`config.mk`:
```
export PLATFORM = sky130hd
export DESIGN_NAME = icache_dm
export DESIGN_NICKNAME = d
export VERILOG_FILES = /design/src/rtl/icache_dm_pkg.sv /design/src/rtl/icache_dm_frames.sv /design/src/rtl/icache_dm.sv
export SDC_FILE = /design/constraint.sdc
export NUM_CORES = 1
export LEC_CHECK = 0
export CAP_MARGIN = 15
export CORE_ASPECT_RATIO = 0.5
export CORE_MARGIN = 10
export CORE_UTILIZATION = 50
export CTS_CLUSTER_SIZE = 28
export DETAILED_ROUTE_END_ITERATION = 16
export PLACE_DENSITY_LB_ADDON = 0.12
export SETUP_SLACK_MARGIN = 0.3
export SLEW_MARGIN = 0
export SYNTH_ARGS = -nofsm -noshare
export SYNTH_HDL_FRONTEND = slang
export SYNTH_SLANG_ARGS = --single-unit
```
`constraint.sdc`:
```
create_clock -name CLK -period 12.1 [get_ports CLK]
set_clock_uncertainty 0.05 [all_clocks]
set_input_delay 2.42 -clock CLK [delete_from_list [all_inputs] [get_ports CLK]]
set_output_delay 2.42 -clock CLK [all_outputs]
set_load 0.005 [all_outputs]
```
`src/rtl/icache_dm_pkg.sv`:
```
// icache_dm_pkg: shared types for the direct-mapped instruction cache
package icache_dm_pkg;
  localparam int IC_FRAMES = 16;
  localparam int IC_IDX_W = $clog2(IC_FRAMES);
  localparam int IC_TAG_W = 30 - IC_IDX_W;
  typedef struct packed {
    logic [IC_TAG_W-1:0] tag;
    logic [IC_IDX_W-1:0] idx;
    logic [1:0]          bytoff;
  } icachef_t;
  typedef enum logic {IC_IDLE, IC_FETCH} icache_state_t;
endpackage

```
`src/rtl/icache_dm_frames.sv`:
```
// icache_dm_frames: valid/tag/data frame array, async read, sync write
module icache_dm_frames #(
  parameter int FRAMES = 16,
  parameter int IDX_W = $clog2(FRAMES),
  parameter int TAG_W = 30 - IDX_W
) (
  input  logic             CLK,
  input  logic             nRST,
  input  logic [IDX_W-1:0] ridx_i,
  output logic             rvalid_o,
  output logic [TAG_W-1:0] rtag_o,
  output logic [31:0]      rdat_o,
  input  logic             wen_i,
  input  logic [IDX_W-1:0] widx_i,
  input  logic [TAG_W-1:0] wtag_i,
  input  logic [31:0]      wdat_i
);
  logic [FRAMES-1:0] valid_q;
  logic [TAG_W-1:0]  tag_q [FRAMES];
  logic [31:0]       dat_q [FRAMES];
  always_ff @(posedge CLK, negedge nRST)
    if (!nRST) valid_q <= '0;
    else if (wen_i) valid_q[widx_i] <= 1'b1;
  // Tag and data carry no reset; the valid bit alone qualifies them.
  always_ff @(posedge CLK)
    if (wen_i) begin
      tag_q[widx_i] <= wtag_i;
      dat_q[widx_i] <= wdat_i;
    end
  assign rvalid_o = valid_q[ridx_i];
  assign rtag_o   = tag_q[ridx_i];
  assign rdat_o   = dat_q[ridx_i];
endmodule

```
`src/rtl/icache_dm.sv`:
```
// icache_dm: direct-mapped read-only instruction cache with single-word miss fill
module icache_dm
  import icache_dm_pkg::*;
#(
  parameter int FRAMES = 16
) (
  input  logic        CLK,
  input  logic        nRST,
  input  logic        imemREN,
  input  logic [31:0] imemaddr,
  output logic        ihit,
  output logic [31:0] imemload,
  output logic        iREN,
  output logic [31:0] iaddr,
  input  logic        iwait,
  input  logic [31:0] iload
);
  localparam int IDX_W = $clog2(FRAMES);
  localparam int TAG_W = 30 - IDX_W;
  icache_state_t    state_q;
  logic [31:2]      miss_addr_q;
  logic [31:0]      hit_cnt_q, miss_cnt_q;
  logic             rvalid, hit, wen;
  logic [TAG_W-1:0] rtag;
  logic [31:0]      rdat;
  logic             unused_bytoff;
  assign unused_bytoff = ^imemaddr[1:0];
  assign hit      = state_q == IC_IDLE && imemREN && rvalid && rtag == imemaddr[31:IDX_W+2];
  assign wen      = state_q == IC_FETCH && !iwait;
  assign ihit     = hit;
  assign imemload = hit ? rdat : '0;
  assign iREN     = state_q == IC_FETCH;
  assign iaddr    = iREN ? {miss_addr_q, 2'b00} : '0;
  icache_dm_frames #(.FRAMES(FRAMES), .IDX_W(IDX_W), .TAG_W(TAG_W)) u_frames (
    .CLK     (CLK),
    .nRST    (nRST),
    .ridx_i  (imemaddr[IDX_W+1:2]),
    .rvalid_o(rvalid),
    .rtag_o  (rtag),
    .rdat_o  (rdat),
    .wen_i   (wen),
    .widx_i  (miss_addr_q[IDX_W+1:2]),
    .wtag_i  (miss_addr_q[31:IDX_W+2]),
    .wdat_i  (iload)
  );
  // A started fill always runs to completion; only reset abandons it.
  always_ff @(posedge CLK, negedge nRST)
    if (!nRST) begin
      state_q     <= IC_IDLE;
      miss_addr_q <= '0;
      hit_cnt_q   <= '0;
      miss_cnt_q  <= '0;
    end else if (state_q == IC_IDLE) begin
      if (hit) hit_cnt_q <= hit_cnt_q + 32'd1;
      else if (imemREN) begin
        state_q     <= IC_FETCH;
        miss_addr_q <= imemaddr[31:2];
        miss_cnt_q  <= miss_cnt_q + 32'd1;
      end
    end else if (!iwait) state_q <= IC_IDLE;
endmodule

```
### Yosys cells after proc, flatten, opt, wreduce, memory -nomap -nowiden

Memories as Yosys holds them, arrays and structs flattened.
Index checks and enable logic that the tools add are counted.

| word-level totals | value |
|---|---|
| register bits | 47 |
| bits in writable memories | 928 |
| input port bits | 68 |
| output and inout bits | 66 |
| word-level logic and storage cells | 31 |
| memories kept | 2 |

| operators by class | value |
|---|---|
| $lt $le $gt $ge | 3 |
| equal/unequal tests | 1 |
| multiplexer cells | 12 |
| bitwise logic cells | 3 |
| reductions and logical operators | 7 |

Memory list:

| name | depth | bits a word | read ports | clocked after memory_dff | wr ports | line | RTL |
|---|---|---|---|---|---|---|---|
| u_frames.dat_q | 16 | 32 | 1 | 0 | 1 | icache_dm_frames.sv:20 | `logic [31:0] dat_q [FRAMES];` |
| u_frames.tag_q | 16 | 26 | 1 | 0 | 1 | icache_dm_frames.sv:19 | `logic [TAG_W-1:0] tag_q [FRAMES];` |

Operator list:

| kind | number |
|---|---|
| 32-bit two-way mux | 2 |
| 26-bit == test | 1 |
| 16-bit OR | 1 |
| 4-bit by 5-bit < comparator with 1-bit output (second input constant) | 2 |
| 1-bit two-way mux | 8 |
| 1-bit logical AND | 5 |
| 1-bit binary-select mux with 4-bit select | 1 |
| 1-bit demux with 4-bit select | 1 |
| 4-bit by 1-bit greater-or-equal comparator with 1-bit output (second input constant) | 1 |
| 3-bit AND reduction | 1 |
| 1-bit NOT | 2 |
| 1-bit zero test | 1 |

### Depth between registers and ports, before layout

Gate-level depths: netlist of run 1.

| depth | value |
|---|---|
| word-level depth | 6 |
| mapped depth | 14 |
| mapped depth without buffers | 8 |

### Hierarchy

A second synthesis of run 1 with hierarchy kept.

| unflattened totals | value |
|---|---|
| cells, all modules | 1659 |
| area, all modules | 37243.2 um2 |

Modules (own cells, without submodules):

| module | times used | cells an instance | area an instance (um2) | sequential area each (um2) |
|---|---|---|---|---|
| icache_dm_frames | 1 | 1479 | 35293.8 | 28267.1 |
| icache_dm | 1 | 180 | 1949.4 | 775.7 |

### Worst setup path after synthesis of run 1

OpenSTA, ideal clock, no wires.

| timing | value |
|---|---|
| path kind | input -> register |
| start | input port iwait |
| end | register u_frames.valid_q[0] |
| library setup time | 0.089 ns |
| arrival time | 7.397 ns |
| required time | 11.961 ns |
| slack | 4.563 ns |
| stages on the path | 4 |
| buffers on the path | 0 |
| cells stage by stage | nand2b_1 or3_1 nor3_1 or2_2 |

| on the way | value |
|---|---|
| cells in the longest elaborated chain, start to end | 2 |

RTL lines:

| what | line | RTL |
|---|---|---|
| start, declared | icache_dm.sv:15 | `input logic iwait,` |
| 1-bit zero test | n/a |  |
| 1-bit logical AND | icache_dm.sv:29 | `assign wen = state_q == IC_FETCH && !iwait;` |
| end signal, assigned | icache_dm_frames.sv:22 | `if (!nRST) valid_q <= '0;` |
| end signal, assigned by index | icache_dm_frames.sv:23 | `else if (wen_i) valid_q[widx_i] <= 1'b1;` |
| end, declared | icache_dm_frames.sv:18 | `logic [FRAMES-1:0] valid_q;` |

No other way between the ends.
A chain may end at the register's enable or synchronous reset.

### Worst setup path in the final report of run 1

| timing | value |
|---|---|
| start | input port imemaddr[3] |
| end | output port imemload[20] |

| on the way | value |
|---|---|
| cells in the longest elaborated chain, start to end | 5 |
| elaborated cells between the ends (all ways) | 8 |
| classes of those cells | eq/ne: 1; mux: 3; reduce/logical: 2; memory: 2 |

RTL lines:

| what | line | RTL |
|---|---|---|
| start, declared | icache_dm.sv:10 | `input logic [31:0] imemaddr,` |
| parallel branches: the longest is 4 deep, another holds memory 16 x 26 bit | n/a |  |
| 32-bit two-way mux (*) | icache_dm.sv:31 | `assign imemload = hit ? rdat : '0;` |
| end, declared | icache_dm.sv:12 | `output logic [31:0] imemload,` |

Mark *: on every way between the ends. The select of a mux whose other input is x is not followed.

==> reports/metrics.csv, run 1 <==
metric;value;unit
Worst Reg-to-Reg Cells;9;
maximum vdd drop;108;uV
RSZ-0062 raised after global routing;false;
reg2reg end;miss_addr_q[31]$_DFFE_PN0P_;
first-pass GRT wire length;132;mm
design area;43800;sq um
combinational power share;7.7;%
Util after Layout;57.8;%
Final Setup Violations;0;
FMAX;107;MHz
RD Place Congestion;0.845;
Hold Crit Depth;1;
hold_buf cts;0;
post-layout net count;1990;
synth warn;0;
class of the worst hold path;reg -> reg;
Worst-path clk slew;0.06;ns
setup TNS;0;ns
Seq/Total Area, Yosys;75.1;%
Int Power;5.66;mW
Worst Slack Setup Final;2.71;ns
total clock sinks;975;
kind of critical path;in -> out;
placed inst area;41100;sq um
synth-to-layout area growth;13.3;%
largest net degree at the start of global routing;86;
# fillers;5585;
# port buffers;129;
Arr. time, crit path;6.92;ns
WP data required;9.63;ns
Worst R2R Start;u_frames.tag_q[15][21]$_DFFE_PP_;
Root Driver;clkbuf_16;
post-synthesis cell type count;75;
CP Capture Type;primary output;
post-layout total power;7.28;mW
Ports;134;
Post-synth ARST share;4.82;%
Top FF cell, synth;edfxtp_1;
part of the cycle the worst path needs;77.6;%
Skew-Pair Late Insertion Delay;0.66;ns
#FFs+latches synth;975;
wire length per cell;29.9;um
Mapped Area;38700;sq um
Slew headroom;29.1;%
Cells after Synth;1750;
Worst-Margin Slew;1.06;ns
antenna-violating nets left;0;
Post-CTS Repair Setup Buffers;0;
Tot GR Track Use;20.1;%
total CTS buffers;85;
maxcap violations;0;
WHS;0.410;ns
PwrDens;166;nW/um^2
global route overflow;0;
post-DP HPWL;46.1;mm
layout cell share with drive strength beyond 1;24.5;%
status;finished, final reports clean;
Final Hold Vio Count;0;
fin. max-slew vios;0;
Die X;413;um
Placement Rows;71;
Hold Crit Start;u_frames.valid_q[1]$_DFFE_PN0P_;
Via density;6.08;
Post-synth EDFFs;928;
CTS max path bufs;3;
clock network power share;37.0;%
initial DRC count;1828;
critical path startpoint;imemaddr[3];
Post-Route WL;90.3;mm
Final min period;9.39;ns
top post-synthesis cells by count;928 x edfxtp_1, 248 x mux4_2, 50 x mux2i_1, 47 x dfrtp_1, 39 x nor2b_1;
Avg Cell Area, Syn;22.1;sq um
die area;89600;sq um
Flop pwr share;55.3;%
die height;217;um
post-synth top area cell;edfxtp_1;
vias in the first global route;18800;
via count;18300;
hold endpoint;u_frames.valid_q[1]$_DFFE_PN0P_;
Initial DRT Pass Iterations;6;
Core Box Area;75900;sq um
Reg2Reg Setup Slack;7.98;ns
post_cts resized;0;
Diodes inserted;0;
final non-filler cell total;3015;
synth top area cells;edfxtp_1 72%, mux4_2 14%, dfrtp_1 3.0%;
worst-path maximum fanout;85;
P_sw;1.62;mW
top-area cell type share of the netlist area;72.0;%
Worst setup SP type;input pin;
drc violations;0;
initial antenna violation count;2;
H-Tree Depth;3;
Sw Share;22.3;%
initial core utilization;51.0;%
worst slack, placed;2.62;ns
CTS tree;built;
most frequent cell after synthesis;edfxtp_1;
Placed Cells;2857;
cell leakage power;14.0;nW
[critical path, cell delays in order]
cell and delay [ns]:
buf_8 0.58, buf_4 0.51, nor2b_1 0.78, a221oi_1 0.26, a32oi_1 0.20, o21ai_0 0.13, xnor2_1 0.37, and4_1 0.25
nand4_1 0.24, buf_4 0.39, nor2b_1 0.19, clkdlybuf4s50_1 0.52
[sequential cells by signal (all words and copies together), names as in the netlist]
name              flops
u_frames.tag_q      416
miss_addr_q          30
u_frames.dat_q      512
u_frames.valid_q     16
iREN                  1
[kinds of logic after synthesis]
logic type,count (synthesis),synth area share [%]
buffers and inverters,103,1.77
other,1,0.00969
AND/OR/NAND/NOR,223,3.24
flip-flops,975,75.1
XOR/XNOR,28,0.634
AO/OA/AOI/OAI,75,1.47
multiplexers,345,17.8
[worst max-delay path by stage]
stage	endpoint	cells after the start
detailed placement	imemload[16]	12
floorplan	u_frames.valid_q[0]$_DFFE_PN0P_	4
CTS	imemload[16]	12
finish	imemload[20]	12
global route	imemload[16]	12
global placement	imemload[13]	12
[layout make-up]
cell class / count / area (sq um) / area share (%)
Sequential cell: 975 / 29000 / 66.3
Multi-Input combinational cell: 673 / 9070 / 20.7
Clock buffer: 111 / 2280 / 5.19
Timing Repair Buffer: 173 / 1640 / 3.73
Tap cell: 1022 / 1280 / 2.92
Clock inverter: 47 / 452 / 1.03
Inverter: 14 / 53.8 / 0.123
[power groups by stage]
stage | Combinational (mW) | Clock, mW | Sequential (mW)
after floorplan | 0.354 | 0 | 4.05
after global placement | 0.563 | 0 | 4.09
after detailed placement | 0.567 | 0 | 4.10
after CTS | 0.569 | 2.74 | 4.03
after global routing | 0.595 | 2.88 | 4.05
final | 0.558 | 2.69 | 4.03
[layout by cell type (no fill, tap or decap), types with 5 or more instances in the layout]
master and count:
edfxtp_1 928, mux4_2 248, clkdlybuf4s50_1 124, clkbuf_16 86, mux2i_1 50, dfrtp_1 47
buf_4 43, nor2b_1 39, and2_1 32, nand2_1 31, mux2_4 29, nor2_1 24
clkbuf_1 22, clkinv_1 21, xnor2_1 18, or2_2 17, clkinv_2 14, nand3_1 14
inv_1 13, a21oi_1 13, nor2_4 12, mux4_1 11, nor3_1 10, a22oi_1 10
xor2_1 10, a211oi_1 8, nand2b_1 7, mux2_2 7, a221oi_1 7, bufinv_16 7
o21ai_0 6, nor4_1 5, and3_1 5
[per-layer routing]
metal / share of wire [%] / vias to the layer above / global-route usage [%]
met5: 0.022 / - / 0
met3: 6.2 / 131 / 3.31
met1: 43 / 9933 / 28.7
met4: 2.0 / 2 / 4.68
met2: 49 / 591 / 32.5
li1: - / 7671 / -
No activity file was read; power rests on OpenSTA's default activity.
==> run 2, diff against run 1 <==
==> constraint.sdc (replaced) <==
create_clock -name CLK -period 8.2 [get_ports CLK]
set_clock_uncertainty 0.05 [all_clocks]
set_input_delay 1.64 -clock CLK [delete_from_list [all_inputs] [get_ports CLK]]
set_output_delay 1.64 -clock CLK [all_outputs]
set_load 0.005 [all_outputs]
==> run 2 against run 1 <==
Compared with the run above: power increased by 48%; wire length is 0.14% lower; cell count hardly changed; utilization rose by 0.16 points; critical path depth down 1; clock power up 49%; critical path type unchanged.
==> reports/metrics.csv, run 2 (synthesized netlist as in run 1, its figures left out) <==
metric;value;unit
met1 wire length;38.9;mm
via count;18200;
Worst R2R Start;u_frames.tag_q[15][21]$_DFFE_PP_;
Worst setup SP type;input pin;
part of the cycle the worst path needs;87.5;%
H-Tree Depth;3;
vias in the first global route;18600;
first-pass GRT wire length;131;mm
post-DP HPWL;46.1;mm
initial antenna violation count;1;
Core Box Area;75900;sq um
hold_buf cts;0;
drc violations;0;
initial DRC count;1934;
Post-CTS Repair Setup Buffers;0;
wire length per cell;29.9;um
reg2reg end;miss_addr_q[31]$_DFFE_PN0P_;
Worst Slack Setup Final;1.03;ns
Diodes inserted;0;
maximum vdd drop;161;uV
global route overflow;0;
Final Hold Vio Count;0;
fin. max-slew vios;0;
CP Capture Type;primary output;
Root Driver;clkbuf_16;
# port buffers;129;
worst slack, placed;1.03;ns
RD Place Congestion;0.869;
setup TNS;0;ns
Placement Rows;71;
PwrDens;245;nW/um^2
layout cell share with drive strength beyond 1;25.0;%
Post-Route WL;90.1;mm
cell leakage power;14.1;nW
Tot GR Track Use;20.2;%
kind of critical path;in -> out;
Hold Crit Start;u_frames.valid_q[1]$_DFFE_PN0P_;
most common cell after layout, fill and taps aside;edfxtp_1;
WP data required;6.51;ns
FMAX;139;MHz
worst-path maximum fanout;77;
Initial DRT Pass Iterations;6;
largest net degree at the start of global routing;102;
antenna-violating nets left;0;
RSZ-0062 raised after global routing;false;
post-layout total power;10.8;mW
total clock sinks;975;
class of the worst hold path;reg -> reg;
Worst-path clk slew;0.06;ns
Via density;6.05;
CTS max path bufs;3;
Final Setup Violations;0;
post-layout net count;1994;
CTS tree;built;
synth-to-layout area growth;13.6;%
die height;217;um
total CTS buffers;84;
commonest non-fill, non-tap cells in the layout;928 x edfxtp_1, 248 x mux4_2, 124 x clkdlybuf4s50_1;
Largest regs;u_frames.dat_q: 512 flops, u_frames.tag_q: 416 flops, miss_addr_q: 30 flops;
Die X;413;um
Biggest register;u_frames.dat_q;
post_cts resized;0;
max layer used;met5;
Worst Reg-to-Reg Cells;9;
maxcap violations;0;
Skew-Pair Late Insertion Delay;0.67;ns
metal3 WL;5.63;mm
Hold Crit Depth;1;
Util after Layout;57.9;%
met2 wire length;44.1;mm
Worst-Margin Slew;1.15;ns
Reg2Reg Setup Slack;4.35;ns
status;finished, final reports clean;
Ports;134;
Arr. time, crit path;5.48;ns
Slew headroom;23.4;%
hold endpoint;u_frames.valid_q[1]$_DFFE_PN0P_;
# fillers;5641;
flip-flop count of the largest register after layout;512;
Final min period;7.17;ns
die area;89600;sq um
initial core utilization;51.0;%
-- run 2: changes by cell type in the layout (fill, tap and decap cells not counted), sizes merged --
cell      change
buf           +5
bufinv        +3
clkbuf        -4
clkinv       -12
clkinvlp      +7
inv           -1
-- run 2: stage by stage --
step                hold WS [ns]  area (sq um)  std cells
floorplan                  0.380         38700       1751
global placement           0.393         41200       2862
detailed placement         0.398         41200       2862
CTS                        0.413         43900       3013
global route               0.438         43900       3013
finish                     0.414         43900       3013
-- run 2: layer usage --
metal  GRT usage (%)  vias to the layer above
met5               0                        -
li1                -                     7640
met1            28.8                     9863
met2            32.3                      597
met4            4.68                        2
met3            3.71                      120
-- run 2: critical path, stage by stage --
cell and delay [ns]:
buf_8 0.53, inv_1 0.58, mux2i_1 0.36, xnor2_1 0.15
a2111oi_1 0.39, a31oi_1 0.15, nor4_1 0.22, nand4_1 0.23
buf_4 0.36, nor2b_1 0.21, clkdlybuf4s50_1 0.53
-- run 2: area by class of cell --
type	count	area (sq um)	share of cell area (%)
Clock inverter	44	515	1.17
Multi-Input combinational cell	673	9070	20.7
Inverter	14	53.8	0.122
Tap cell	1022	1280	2.91
Clock buffer	107	2210	5.03
Timing Repair Buffer	178	1760	4.01
Sequential cell	975	29000	66.1
-- run 2: worst max path at each step --
stage	startpoint	endpoint	slack [ns]	depth (start not counted)
detailed placement	imemaddr[3]	imemload[12]	1.03	12
global route	imemaddr[3]	imemload[12]	0.79	12
floorplan	iwait	u_frames.valid_q[0]$_DFFE_PN0P_	1.44	4
CTS	imemaddr[3]	imemload[12]	1.00	12
global placement	imemaddr[4]	imemload[13]	1.06	10
finish	imemaddr[3]	imemload[12]	1.03	11
-- run 2: power breakdown --
group          switching, mW  internal (mW)  leakage [nW]
clock network           1.78           2.23          1.31
logic                  0.432          0.396          3.85
registers              0.184           5.76          8.91
==> run 3, diff against run 2 <==
--- a/config.mk
+++ b/config.mk
@@ -8,9 +8,10 @@
 export CAP_MARGIN = 15
 export CORE_ASPECT_RATIO = 0.5
 export CORE_MARGIN = 10
-export CORE_UTILIZATION = 50
+export CORE_UTILIZATION = 55
 export CTS_CLUSTER_SIZE = 28
 export DETAILED_ROUTE_END_ITERATION = 16
+export HOLD_SLACK_MARGIN = 0.06
 export PLACE_DENSITY_LB_ADDON = 0.12
 export SETUP_SLACK_MARGIN = 0.3
 export SLEW_MARGIN = 0
==> run 3 against run 2 <==
Compared with the run above: via count up 1.6%; cell count down 2.5%; register-to-register slack better by 0.24 ns; hold slack better by 0.0022 ns; clock power down 4%; critical path type unchanged; critical endpoint is now imemload[5].
==> reports/metrics.csv, run 3 (synthesized netlist as in run 1, its figures left out) <==
metric;value;unit
post-layout net count;1996;
worst-path maximum fanout;56;
clock network power share;36.3;%
first-pass GRT wire length;132;mm
CTS max path bufs;3;
largest net degree at the start of global routing;74;
maxcap violations;0;
Skew-Pair Late Insertion Delay;0.63;ns
total clock sinks;975;
antenna-violating nets left;0;
Ports;134;
RD Place Congestion;0.876;
PwrDens;243;nW/um^2
cell leakage power;14.1;nW
final non-filler cell total;2939;
Hold Crit Depth;1;
Int Power;8.31;mW
Placement Rows;68;
initial antenna violation count;2;
post_cts resized;0;
Placed Cells;2788;
Post-CTS Repair Setup Buffers;0;
# port buffers;129;
kind of critical path;in -> out;
Flop pwr share;55.9;%
vias in the first global route;19500;
Core Box Area;69300;sq um
Worst-Margin Slew;1.16;ns
reg2reg end;u_frames.tag_q[8][11]$_DFFE_PP_;
part of the cycle the worst path needs;88.3;%
Tot GR Track Use;21.7;%
Worst R2R Start;iREN$_DFF_PN0_;
hold_buf cts;0;
Initial DRT Pass Iterations;7;
placed inst area;41100;sq um
CTS tree;built;
CP delay by family, top;simple AND/OR/NAND/NOR gates;
CP bufs+invs;3;
FMAX;138;MHz
layout cell share with drive strength beyond 1;25.1;%
Cell Chain, Critical Path;buf_8, nor2b_1, a221oi_1, a32oi_1, o21ai_0, xnor2_1, and4_1, nand4_1, buf_12, nor2b_1, clkdlybuf4s50_1;
CP max-delay cell;nor2b_1;
H-Tree Depth;3;
via count;18500;
Biggest register;u_frames.dat_q;
combinational power share;7.8;%
maximum vdd drop;143;uV
design area;43800;sq um
Die X;395;um
status;finished, final reports clean;
wire length per cell;30.3;um
Worst Reg-to-Reg Cells;5;
Largest regs;u_frames.dat_q: 512 flops, u_frames.tag_q: 416 flops, miss_addr_q: 30 flops;
P_sw;2.31;mW
Sw Share;21.8;%
Final min period;7.24;ns
critical path's most frequent cell;nor2b_1;
Arr. time, crit path;5.55;ns
synth-to-layout area growth;13.1;%
hold endpoint;u_frames.valid_q[5]$_DFFE_PN0P_;
CP Capture Type;primary output;
Root Driver;clkbuf_16;
drc violations;0;
Via density;6.30;
global route overflow;0;
RSZ-0062 raised after global routing;false;
critical path startpoint;imemaddr[3];
initial DRC count;2105;
class of the worst hold path;reg -> reg;
flip-flop count of the largest register after layout;512;
Reg2Reg Setup Slack;4.59;ns
Hold Crit Start;u_frames.valid_q[5]$_DFFE_PN0P_;
most common cell after layout, fill and taps aside;edfxtp_1;
Post-Route WL;89.1;mm
setup TNS;0;ns
fin. max-slew vios;0;
post-DP HPWL;48.5;mm
Worst-path clk slew;0.07;ns
WP data required;6.51;ns
Slew headroom;22.3;%
commonest non-fill, non-tap cells in the layout;928 x edfxtp_1, 248 x mux4_2, 124 x clkdlybuf4s50_1;
die area;82000;sq um
Crit path largest cell delay;0.83;ns
Final Hold Vio Count;0;
total CTS buffers;83;
die height;208;um
Final Setup Violations;0;
initial core utilization;55.8;%
Worst setup SP type;input pin;
[run 3: layout make-up]
type / count / area [sq um]
Clock buffer: 115 / 2380
Timing Repair Buffer: 181 / 1760
Multi-Input combinational cell: 673 / 9070
Inverter: 14 / 53.8
Fill cell: 4649 / 25600
Tap cell: 945 / 1180
Antenna cell: 2 / 5.00
Clock inverter: 34 / 263
Sequential cell: 975 / 29000
[run 3: worst max path at each step]
stage                                           end  slack [ns]  cells past startpoint
floorplan           u_frames.valid_q[0]$_DFFE_PN0P_        1.44                      4
global placement                       imemload[14]        0.99                     11
detailed placement                      imemload[5]        1.05                     11
CTS                                     imemload[5]        1.00                     11
global route                            imemload[5]        0.73                     11
finish                                  imemload[5]        0.96                     11
[run 3: power groups by stage]
stage          sequential (mW)  clock (mW)  combinational [mW]
2_1_floorplan             5.98           0               0.522
3_3_place_gp              6.01           0               0.821
3_5_place_dp              6.05           0               0.838
4_1_cts                   5.94        3.92               0.840
5_1_grt                   5.97        4.12               0.884
6_report                  5.94        3.85               0.831
[run 3: metal layers]
metal | track usage [%] | vias to the layer above | part of all wire [%]
met2 | 35.0 | 719 | 49
met5 | 0 | - | 0
met4 | 5.55 | 0 | 1.9
met1 | 30.8 | 10000 | 42
met3 | 4.05 | 123 | 6.7
li1 | - | 7653 | -
[run 3: per-stage QoR]
stage	power (mW)	utilization, %	hold slack [ns]	setup slack, ns
4_1_cts	10.7	63.1	0.411	1.00
2_1_floorplan	6.50	-	0.380	1.44
3_5_place_dp	6.88	59.3	0.395	1.05
6_report	10.6	63.1	0.416	0.963
5_1_grt	11.0	63.1	0.431	0.735
3_3_place_gp	6.83	59.3	0.393	0.986
